File: src/rtl/shift_pkg.sv
// Shared definitions for the multi-cycle shifter: operation modes and FSM states.
package shift_pkg;

  localparam logic [1:0] MODE_SLL = 2'b00;
  localparam logic [1:0] MODE_SRL = 2'b01;
  localparam logic [1:0] MODE_SRA = 2'b11;
  localparam logic [1:0] MODE_RSV = 2'b10;

  typedef enum logic [1:0] {
    ST_IDLE  = 2'd0,
    ST_SHIFT = 2'd1,
    ST_DONE  = 2'd2
  } state_e;

endpackage

File: src/rtl/shift_step.sv
// One combinational shift step: moves the operand by k positions with the fill
// selected by mode; the reserved mode passes the operand through.
module shift_step
  import shift_pkg::*;
#(
  parameter int unsigned WIDTH = 32,
  parameter int unsigned KW    = 1
) (
  input  logic [WIDTH-1:0] op_i,
  input  logic [KW-1:0]    k_i,
  input  logic [1:0]       mode_i,
  output logic [WIDTH-1:0] res_o
);

  always_comb begin
    res_o = op_i;
    case (mode_i)
      MODE_SLL: res_o = op_i << k_i;
      MODE_SRL: res_o = op_i >> k_i;
      MODE_SRA: res_o = $unsigned($signed(op_i) >>> k_i);
      default:  res_o = op_i;
    endcase
  end

endmodule

File: src/rtl/seq_shifter.sv
// Iterative SLL/SRL/SRA unit: shifts up to STEP positions per clock and
// signals completion with a registered busy/done handshake.
module seq_shifter
  import shift_pkg::*;
#(
  parameter int unsigned WIDTH   = 32,
  parameter int unsigned STEP    = 1,
  parameter int unsigned SHAMT_W = $clog2(WIDTH)
) (
  input  logic             clk,
  input  logic             rst,
  input  logic             start,
  input  logic [1:0]       mode,
  input  logic [WIDTH-1:0] X,
  input  logic [WIDTH-1:0] shift,
  output logic [WIDTH-1:0] result,
  output logic             busy,
  output logic             done
);

  localparam int unsigned KW = $clog2(STEP + 1);

  state_e               state_q, state_d;
  logic [WIDTH-1:0]     work_q, work_d;
  logic [WIDTH-1:0]     result_q, result_d;
  logic [1:0]           mode_q, mode_d;
  logic [SHAMT_W-1:0]   rem_q, rem_d;
  logic                 busy_q, busy_d;
  logic                 done_q, done_d;
  logic [KW-1:0]        k;
  logic [WIDTH-1:0]     step_res;
  logic                 unused_shift_hi;

  // Amounts at or above WIDTH wrap by truncation; the upper bits are dropped.
  assign unused_shift_hi = ^shift[WIDTH-1:SHAMT_W];

  always_comb begin
    if (32'(rem_q) >= 32'(STEP)) k = KW'(STEP);
    else                         k = KW'(rem_q);
  end

  shift_step #(
    .WIDTH (WIDTH),
    .KW    (KW)
  ) u_step (
    .op_i   (work_q),
    .k_i    (k),
    .mode_i (mode_q),
    .res_o  (step_res)
  );

  // result/done are loaded on the edge leaving DONE, so the done pulse (with
  // busy still high) lands in the cycle after DONE while the FSM is in IDLE.
  always_comb begin
    state_d  = state_q;
    work_d   = work_q;
    mode_d   = mode_q;
    rem_d    = rem_q;
    result_d = result_q;
    busy_d   = 1'b0;
    done_d   = 1'b0;
    case (state_q)
      ST_IDLE: begin
        if (start) begin
          state_d = ST_SHIFT;
          work_d  = X;
          mode_d  = mode;
          rem_d   = (mode == MODE_RSV) ? '0 : shift[SHAMT_W-1:0];
          busy_d  = 1'b1;
        end
      end
      ST_SHIFT: begin
        busy_d = 1'b1;
        if (rem_q == '0) begin
          state_d = ST_DONE;
        end else begin
          work_d = step_res;
          rem_d  = rem_q - SHAMT_W'(k);
        end
      end
      ST_DONE: begin
        state_d  = ST_IDLE;
        result_d = work_q;
        busy_d   = 1'b1;
        done_d   = 1'b1;
      end
      default: state_d = ST_IDLE;
    endcase
  end

  always_ff @(posedge clk or posedge rst) begin
    if (rst) begin
      state_q  <= ST_IDLE;
      work_q   <= '0;
      mode_q   <= '0;
      rem_q    <= '0;
      result_q <= '0;
      busy_q   <= 1'b0;
      done_q   <= 1'b0;
    end else begin
      state_q  <= state_d;
      work_q   <= work_d;
      mode_q   <= mode_d;
      rem_q    <= rem_d;
      result_q <= result_d;
      busy_q   <= busy_d;
      done_q   <= done_d;
    end
  end

  assign result = result_q;
  assign busy   = busy_q;
  assign done   = done_q;

endmodule

File: config.mk
export PLATFORM = sky130hd
export DESIGN_NAME = seq_shifter
export DESIGN_NICKNAME = d
export VERILOG_FILES = /design/src/rtl/shift_pkg.sv /design/src/rtl/shift_step.sv /design/src/rtl/seq_shifter.sv
export SDC_FILE = /design/constraint.sdc
export NUM_CORES = 1
export LEC_CHECK = 0
export CAP_MARGIN = 20
export CORE_ASPECT_RATIO = 1.75
export CORE_MARGIN = 2
export CORE_UTILIZATION = 45
export DETAILED_ROUTE_END_ITERATION = 10
export GPL_TIMING_DRIVEN = 0
export PLACE_DENSITY = 0.75
export SETUP_SLACK_MARGIN = 0.3
export SYNTH_ARGS = -nofsm -noshare
export SYNTH_HDL_FRONTEND = slang
export SYNTH_HIERARCHICAL = 1
export SYNTH_SLANG_ARGS = --single-unit
File: constraint.sdc
create_clock -name clk -period 4.6 [get_ports clk]
set_input_delay 1.15 -clock clk [delete_from_list [all_inputs] [get_ports clk]]
set_output_delay 1.15 -clock clk [all_outputs]
set_load 0.02 [all_outputs]
# Word level (Yosys, flattened, before mapping)
# Cells that the tools add are included.
# totals
word_cells	45
reg_bits	75
in_bits	69
latch_bits	0
output_inout_bits	34
mem_count	0
ramBits	0
mem_bits_ro	0
# classes
eq_ne	9
div	0
n_shift	3
order_cmp	1
mux	15
reduce_logical	9
bitwise_logic	0
multipliers	0
n_addsub	1
# op_table
op	count
$pmux 32 s3	1
$mux 32	2
$pmux 32 s2	1
$shl 32x1->32	1
$shr 32x1->32	1
$sshr 32x1->32	1
$mux 5	3
$pmux 5 s2	1
$eq 2x2->1 const B	3
$ne 2x2->1 const B	3
$ge 5x1->1 const B	1
$logic_not 5->1	1
$sub 5x1->5	1
$eq 2x1->1 const B	2
$logic_not 2->1	2
$mux 2	2
$ne 4x1->1 const B	1
$pmux 2 s2	1
$reduce_and 2->1	2
$reduce_and 4->1	1
$mux 1	3
$reduce_and 3->1	1
$pmux 1 s2	1
$reduce_bool 2->1	1
$reduce_or 2->1	1

# Longest topological paths before layout
# Gate-level depths: netlist of run 1.
# depth
depth_word	6
depth_mapped	9
ltp_nobuf	7

# Modules after synthesis
# Netlist of run 1, hierarchy kept.
# by_module_without_submodules
mod	seq_area_each_um2	n_inst	cells_per_inst	area_each_um2
seq_shifter	1876.8	1	278	3279.4
shift_step	0.0	1	115	693.2

# Least setup slack after synthesis of run 1
# No wires, ideal clock.
# synth_timing
path_type	input-to-reg
from	input start
to	register work_q[17]
arrival_ps	1898
t_required_ps	4481
setup_time_ps	119
path_stages	6
setup_slack_ps	2582
path_buffers	2
cell_sequence	mux2i_4 > a211o_1 > buf_6 > buf_12 > o22ai_2 > nor2_1
# synth_via
elab_chain_cells	2
# synth_rtl
element	line	source
from (decl)	seq_shifter.sv:12	input logic start,
$ne 2x2->1 (no source line)	n/a	
$reduce_and 4->1 (no source line)	n/a	
to (signal assigned)	seq_shifter.sv:102	work_q <= work_d;
to (decl)	seq_shifter.sv:24	logic [WIDTH-1:0] work_q, work_d;
# No other way between the ends.
# A chain may end at the register's enable or synchronous reset.

# Worst setup path in the final report of run 1
# layout_timing
from	input start
to	register work_q[4]
# Same word-level chain as after synthesis.

==> results.md, run 1 <==
* Post-Syn Nets at 468
* Leakage at 2.01 nW
* Avg Cell Area, Syn at 10.1 µm²
* Deepest clock path buffer count at 2
* Critical Path RT at 4.87 ns
* ANT cells at 0
* Comb power frac at 0.556
* Gpl congestion at 0.812
* Switching pwr at 0.00192 W
* TritonCTS clock tree: yes
* Die X-Extent at 75.0 µm
* Tightest hold margin at 0.502 ns
* Reg power frac at 0.293
* Area grow syn2layout at 30.7%
* CTS clock-pin slew for the worst setup and hold paths at 0.05 ns
* Num rows at 45
* VDD IR max at 0.377 mV
* Largest net degree at the start of global routing at 68
* Count of final setup violators at 0
* Dpl ws at 1.76 ns
* Status: complete, no violations
* RSZ-0062 raised after global routing: false
* Setup ws final at 2.09 ns
* Gr ovfl total at 0
* Synth Register Bits at 75
* Maximum fanout along the worst path at 10
* Filler cells at 750
* I/O pins at 103
* Clock Sinks at 75
* Max_cap viols at 0
* Switching Fraction at 0.425
* Placed insts at 586
* Synth area leader: dfrtp_1
* Clock Tree Root: clkbuf_16
* Met1 GRT Util at 0.267
* Starting density of the core at 0.461
* Clock share of power at 0.152
* Slew HR at 0.599
* Crit Path Category: primary input to register
* Drt pass-1 iters at 5
* Internal at 0.00260 W
* PostCTS Resize Cnt at 0
* Power Dens Cells at 869 mW/mm²
* Iter 0 DRT Violations at 325
* Worst-Skew Late Latency at 0.34 ns
* Hold Path Class: register to register
* Vias in the first global route at 3311
* CTS Buf Count at 9
* Unique masters post-synth at 38
* Final WL at 9.82 mm
* Register area share after synthesis at 0.472
* Worst Path Arrival at 2.78 ns
* Ratio of cells with drive above 1 in the final layout at 0.190
* Vias per inst at 5.64
* Routed vias at 3395
* Initial antenna violation count at 0
* Post-route insts no fill at 602
* Cell count after synthesis at 393
* Clk_skew at 0.00603 ns
* Share of the synthesized area in the top cell type at 0.472
* Synth warn at 6
* TNS Setup at 0 ns
* Core Area at 0.00861 mm²
* Worst-Margin Slew at 0.601 ns
* Final Hold Viols at 0
* CTS H-tree depth at 3
* Post-CTS Setup Repair Bufs at 0
* Final slew viol count at 0
* Fin nets at 555
* CTS Hold Bufs at 0
* Fmax at 398 MHz
* Startpoint types: primary input
* Period utilization at 0.546
* Die height at 128 µm
* Met3 usage at 0.0472
* PortBufs at 75
* Drt wl/cell at 16.3 µm
* Remaining DRCs at 0
* DP Wirelength at 7.05 mm
* Final Power at 0.00451 W
* Worst Setup End Kind: register
* Gr usage total at 0.223
* Final min period at 2.51 ns
* First-pass GRT wire length at 16.3 mm
* GR Util met2 at 0.387
* Synth area leaders: dfrtp_1 47%, mux2_2 10%, nor2_1 8.8%, o32ai_1 6.6%, a21oi_1 5.0%
* GR peak layer: met2
* DIE AREA at 0.00962 mm²
* Antenna Nets Post-Route at 0
* Syn Std Cell Area at 0.00397 mm²
## worst paths after layout
check | startpoint | endpoint | slack [ns] | depth (start not counted)
setup reg to reg | rem_q[0] | work_q[4] | 2.43 | 9
setup / recovery | start | work_q[4] | 2.09 | 6
min in group asynchronous | rst | rem_q[4] | 1.06 | 2
hold reg to reg | result[12] | result[12] | 0.50 | 1
max in group asynchronous | rst | result[8] | 2.98 | 3
hold / removal | result[12] | result[12] | 0.50 | 1
## Yosys cell counts
cell / count
a31oi_4: 1
buf_2: 10
nor3_4: 1
mux2_2: 36
nand2_2: 1
a21boi_1: 1
a21o_1: 1
a211o_1: 1
o22ai_2: 10
a31oi_1: 4
a32o_1: 1
o32ai_1: 30
buf_12: 1
nor2b_1: 1
a32oi_1: 1
clkbuf_4: 1
or2_4: 1
nor3b_1: 1
a21oi_1: 40
inv_1: 6
a22o_1: 1
mux2i_4: 1
nor2_1: 93
and2_1: 1
a21boi_0: 1
buf_1: 3
o21ai_0: 5
o41ai_1: 1
dfrtp_1: 75
buf_4: 5
nand2b_1: 3
ha_1: 6
buf_6: 6
o22ai_1: 27
inv_2: 2
clkbuf_1: 5
nand2_1: 8
nor3_1: 1
## flip-flops by register name (all words and copies together) (netlist names)
register and flops:
state_q 2, done 1, mode_q 2, result 32, rem_q 5, work_q 32
busy 1
## logic make-up after synthesis
| kind of cell | count (synthesis) | synth area share |
|---|---|---|
| mux | 37 | 0.108 |
| fa+ha+maj | 6 | 0.0189 |
| flops | 75 | 0.472 |
| simple gates | 111 | 0.114 |
| buf+inv | 39 | 0.0611 |
| compound gates | 125 | 0.226 |
## stage by stage
| step | util | area [µm²] |
|---|---|---|
| 6_report | 0.603 | 5190 |
| 3_5_place_dp | 0.569 | 4900 |
| 2_1_floorplan | - | 3970 |
| 5_1_grt | 0.603 | 5190 |
| 4_1_cts | 0.603 | 5190 |
| 3_3_place_gp | 0.565 | 4870 |
## per-layer routing
layer  vias up  part of all wire
met5         -                 0
met4         0             0.019
met3        17             0.043
met2       102              0.56
met1      1666              0.38
li1       1610                 -
## critical path, stage by stage
cell and delay, ns:
clkdlybuf4s50_1 0.60, mux2i_4 0.16, a31oi_4 0.24, clkbuf_1 0.42, nor2_1 0.09, nor2_1 0.11
## layout by cell type, fill, tap and decap left out, types with 6 or more instances in the layout
master	count
mux2_2	36
buf_6	6
o22ai_1	27
buf_2	10
clkdlybuf4s50_1	75
clkbuf_1	7
a21oi_1	40
dfrtp_1	75
nand2_1	8
o32ai_1	30
clkbuf_16	9
nor2_1	93
ha_1	6
o22ai_2	10
## power groups by stage
stage	clock, W	combinational [W]	sequential, W
detailed placement	0	0.00249	0.00133
global placement	0	0.00243	0.00131
finish	0.000685	0.00251	0.00132
floorplan	0	0.00164	0.00142
global route	0.000727	0.00275	0.00137
CTS	0.000692	0.00251	0.00132
## cell type report
type	instances	area, µm²	area share
repair buffers	76	778	0.150
flip-flops and latches	75	1880	0.361
multi-input cells	279	1850	0.357
well taps	117	146	0.0282
inverters	8	32.5	0.00627
plain buffers	31	213	0.0410
clock buffers	15	288	0.0554
clock inverters	1	5.00	0.000964
Power figures use the tool's default switching activity.
==> run 2: changes to the inputs <==
==> constraint.sdc (replaced) <==
create_clock -name clk -period 2.5 [get_ports clk]
set_input_delay 0.625 -clock clk [delete_from_list [all_inputs] [get_ports clk]]
set_output_delay 0.625 -clock clk [all_outputs]
set_load 0.02 [all_outputs]
==> results.md, run 2 (same netlist as run 1, synthesis figures left out) <==
* TritonCTS clock tree: yes
* Cell Chain, Critical Path: inv_1, ha_1, buf_4, mux2i_4, a31oi_4, clkbuf_1, nor2_1, nor2_1
* CP Buf/Inv Count at 3
* Iter 0 DRT Violations at 339
* Sequential cell area at 0.00188 mm²
* Period utilization at 0.828
* Maximum fanout along the worst path at 10
* CTS Buf Count at 9
* Crit Path Category: register to register
* Gpl congestion at 0.809
* ANT cells at 0
* CTS H-tree depth at 3
* Core Area at 0.00861 mm²
* VDD IR max at 0.963 mV
* DP Wirelength at 7.37 mm
* DIE AREA at 0.00962 mm²
* Drt pass-1 iters at 4
* Gr ovfl total at 0
* Worst Setup End Kind: register
* Cell mode on critical path: nor2_1
* Hold Path Class: register to register
* Reg power frac at 0.278
* Fin nets at 559
* Largest net degree at the start of global routing at 32
* Switching Fraction at 0.411
* PortBufs at 75
* Clk_skew at 0.00586 ns
* Worst-Margin Slew at 0.596 ns
* Initial antenna violation count at 0
* Worst-Skew Late Latency at 0.34 ns
* Die X-Extent at 75.0 µm
* Power Dens Cells at 1650 mW/mm²
* Vias in the first global route at 3410
* Routed vias at 3404
* Count of final setup violators at 0
* Slowest cell on crit path: clkbuf_1
* Drt wl/cell at 16.7 µm
* TNS Setup at 0 ns
* Filler cells at 707
* Gr usage total at 0.227
* Max_cap viols at 0
* Antenna Nets Post-Route at 0
* Area grow syn2layout at 33.9%
* Commonest non-fill, non-tap cell in the layout: nor2_1
* Final WL at 10.1 mm
* Setup ws final at 0.431 ns
* Leakage at 2.06 nW
* Most frequent cells in the layout: 92 x nor2_1, 75 x dfrtp_1, 75 x clkdlybuf4s50_1, 40 x a21oi_1, 36 x mux2_2
* Dpl ws at 0.165 ns
* Deepest clock path buffer count at 2
* Starting density of the core at 0.461
* Worst Path Arrival at 2.33 ns
* Num rows at 45
* Clock share of power at 0.184
* Comb power frac at 0.538
* Clock Sinks at 75
* Vias per inst at 5.62
* Slew HR at 0.603
* Final Hold Viols at 0
* Switching pwr at 0.00360 W
* I/O pins at 103
* Die height at 128 µm
* First-pass GRT wire length at 16.6 mm
* Ratio of cells with drive above 1 in the final layout at 0.200
* RSZ-0062 raised after global routing: false
* Final slew viol count at 0
* CTS clock-pin slew for the worst setup and hold paths at 0.06 ns
* Remaining DRCs at 0
* CP top delay family: buffers and inverters
* Status: complete, no violations
* Critical Path RT at 2.76 ns
* Clock Tree Root: clkbuf_16
* Internal at 0.00517 W
* Crit-path max cell delay at 0.42 ns
* Startpoint types: register
* Fmax at 483 MHz
* Multi-input gate area at 0.00186 mm²
* Final min period at 2.07 ns
==> run 2: area by class of cell <==
cell class	count	area share
inverter	8	0.00635
sequential	75	0.353
buffer	31	0.0400
timing repair buffer	80	0.153
multi-input combinational	279	0.350
tap	117	0.0275
clock inverter	4	0.0226
clock buffer	12	0.0482
==> run 2: what timing repair did <==
item | 4_1_cts | 5_1_grt
endpoints found under the setup margin | 0 | 31
hold buffers | 0 | 0
setup buffers | 0 | 3
resized for setup | 0 | 2
==> run 2: routing by layer <==
metal  GRT usage  routed length (µm)
met5           0                   0
met4       0.103                 304
met3      0.0417                 366
met2       0.409                5780
met1       0.249                3700
==> run 2: power groups by stage <==
stage	sequential (W)	clock, W	combinational (W)
after CTS	0.00243	0.00163	0.00468
after global placement	0.00242	0	0.00447
after floorplan	0.00262	0	0.00302
after global routing	0.00253	0.00168	0.00516
final	0.00244	0.00162	0.00472
after detailed placement	0.00244	0	0.00462
==> run 2: path summary, 6_finish.rpt <==
path	from	end	slack, ns	depth (start not counted)
setup / recovery	state_q[0]	work_q[19]	0.43	8
hold / removal	result[11]	result[11]	0.50	1
setup reg to reg	state_q[0]	work_q[19]	0.43	8
hold reg to reg	result[11]	result[11]	0.50	1
max in group asynchronous	rst	result[3]	1.17	4
min in group asynchronous	rst	result[13]	0.63	2
==> run 2: through the flow <==
| stage | total power [W] | hold slack (ns) | cells | instance area, µm² | util |
|---|---|---|---|---|---|
| 4_1_cts | 0.00874 | 0.508 | 603 | 5290 | 0.614 |
| 6_report | 0.00878 | 0.503 | 606 | 5320 | 0.618 |
| 3_5_place_dp | 0.00707 | 0.495 | 587 | 4910 | 0.570 |
| 3_3_place_gp | 0.00688 | 0.489 | 585 | 4870 | 0.566 |
| 2_1_floorplan | 0.00563 | 0.495 | 393 | 3980 | - |
| 5_1_grt | 0.00938 | 0.522 | 606 | 5320 | 0.618 |
==> run 3: changes to the inputs <==
--- a/config.mk
+++ b/config.mk
@@ -8,10 +8,10 @@
 export CAP_MARGIN = 20
 export CORE_ASPECT_RATIO = 1.75
 export CORE_MARGIN = 2
-export CORE_UTILIZATION = 45
+export CORE_UTILIZATION = 44
 export DETAILED_ROUTE_END_ITERATION = 10
 export GPL_TIMING_DRIVEN = 0
-export PLACE_DENSITY = 0.75
+export PLACE_DENSITY = 0.76
 export SETUP_SLACK_MARGIN = 0.3
 export SYNTH_ARGS = -nofsm -noshare
 export SYNTH_HDL_FRONTEND = slang
==> constraint.sdc (replaced) <==
create_clock -name clk -period 1.8 [get_ports clk]
set_input_delay 0.45 -clock clk [delete_from_list [all_inputs] [get_ports clk]]
set_output_delay 0.45 -clock clk [all_outputs]
set_load 0.02 [all_outputs]
==> results.md, run 3 (same netlist as run 1, synthesis figures left out) <==
* Count of final setup violators at 5
* Gpl congestion at 0.824
* First-pass GRT wire length at 17.8 mm
* TritonCTS clock tree: yes
* Routed vias at 3971
* CTS Hold Bufs at 0
* VDD IR max at 1.51 mV
* GR Util met2 at 0.421
* Vias per inst at 6.14
* Initial antenna violation count at 0
* Final WL at 13.2 mm
* CTS Buf Count at 9
* FF-to-FF Start: rem_q[2]
* Power Dens Cells at 2380 mW/mm²
* Period utilization at 1.03
* Gr usage total at 0.239
* Vias in the first global route at 3649
* Gr ovfl total at 0
* Num rows at 45
* Remaining DRCs at 0
* Iter 0 DRT Violations at 433
* Antenna Nets Post-Route at 0
* Met3 usage at 0.0440
* Area grow syn2layout at 63.8%
* Worst-Margin Slew at 0.409 ns
* DP Wirelength at 7.15 mm
* Max_cap viols at 0
* Die X-Extent at 75.8 µm
* Setup ws final at -0.0537 ns
* ANT cells at 0
* Core Area at 0.00873 mm²
* RR Endpoint: work_q[13]
* Worst Path Arrival at 2.12 ns
* Status: complete, but fails checks
* R2R Setup Slk at -0.05 ns
* Failing checks: setup timing
* Leakage at 2.60 nW
* Worst Setup End Kind: register
* Crit Path Category: register to register
* Worst-Skew Late Latency at 0.34 ns
* GR peak layer: met2
* CTS H-tree depth at 3
* CTS clock-pin slew for the worst setup and hold paths at 0.06 ns
* Ratio of cells with drive above 1 in the final layout at 0.411
* Final Hold Viols at 0
* I/O pins at 103
* Largest net degree at the start of global routing at 35
* Final slew viol count at 0
* Fmax at 539 MHz
* Slew HR at 0.727
* TNS Setup at -0.169 ns
* R2r worst-path depth at 9
* Maximum fanout along the worst path at 10
* Clk_skew at 0.00435 ns
* Critical Path RT at 2.06 ns
* Deepest clock path buffer count at 2
* Most frequent cells in the layout: 77 x nor2_1, 72 x dfrtp_1, 40 x clkdlybuf4s50_1, 31 x o22ai_2, 31 x a21oi_1
* Placed insts at 587
* Commonest non-fill, non-tap cell in the layout: nor2_1
* Hold Path Class: primary input to async pin
* Clock Tree Root: clkbuf_16
* RSZ-0062 raised after global routing: true
* DIE AREA at 0.00983 mm²
* Clock Sinks at 75
* Startpoint types: register
* Drt pass-1 iters at 6
* Drt wl/cell at 20.4 µm
* Fin nets at 601
* Final Power at 0.0155 W
* Met1 GRT Util at 0.272
* PortBufs at 75
* Final min period at 1.85 ns
* Die height at 130 µm
* Starting density of the core at 0.455
* Post-route insts no fill at 647
==> run 3: changes by cell type in the layout (fill, tap and decap cells not counted), sizes merged, moves of 3 or more <==
cell / change
dlygate4sd2: +9
buf: +40
clkdlybuf4s15: +25
clkdlybuf4s50: -35
clkbuf: +3
bufinv: -4
==> run 3: worst max-delay path, cell delays in order, from the launching register on <==
cell     delay [ns]
dfrtp_2        0.43
nor3_4         0.25
nand2_2        0.14
buf_12         0.18
nand2_8        0.09
buf_6          0.14
o32ai_1        0.09
nor2_1         0.20
o22ai_2        0.13
nor2_1         0.12
==> run 3: layout make-up <==
cell class	instances	area, µm²
clock inverters	2	10.0
inverters	8	43.8
multi-input cells	279	2320
plain buffers	31	435
clock buffers	13	270
fillers	533	2220
flip-flops and latches	75	1880
repair buffers	122	1410
well taps	117	146
==> run 3: repair_timing <==
action / in CTS / in global routing
gates resized for setup: 88 / 114
setup endpoints to repair: 103 / 91
cloned: 4 / 7
pin swaps: 7 / 40
setup buffers: 20 / 14
==> run 3: through the flow <==
stage	setup slack (ns)	cell area (µm²)	hold slack [ns]	util
2_1_floorplan	0.0808	4130	0.504	-
3_3_place_gp	-0.369	5020	0.489	0.576
3_5_place_dp	-0.380	5060	0.494	0.580
4_1_cts	0.0603	5810	0.471	0.666
5_1_grt	-0.136	6510	0.493	0.746
6_report	-0.0537	6510	0.460	0.746
==> run 3: report_power, final <==
part	leakage (nW)	switching [W]	internal, W	total (W)
sequential	0.839	0.000963	0.00256	0.00352
clock	0.141	0.000665	0.00103	0.00170
combinational	1.62	0.00495	0.00533	0.0103
total	2.60	0.00658	0.00892	0.0155
==> run 3: metal layers <==
layer  share of wire  routed length [µm]
met5               0                   0
met2            0.55                7200
met3           0.062                 824
met4           0.040                 534
met1            0.35                4630
==> run 3: worst max path at each step <==
stage / from / endpoint / slack (ns) / cells past startpoint
after floorplan: state_q[1] / work_q[24] / 0.08 / 9
after global placement: rst / result[25] / -0.37 / 2
after detailed placement: start / work_q[24] / -0.38 / 6
after CTS: state_q[1] / work_q[29] / 0.06 / 9
after global routing: rem_q[1] / work_q[30] / -0.14 / 9
final: rem_q[2] / work_q[13] / -0.05 / 9
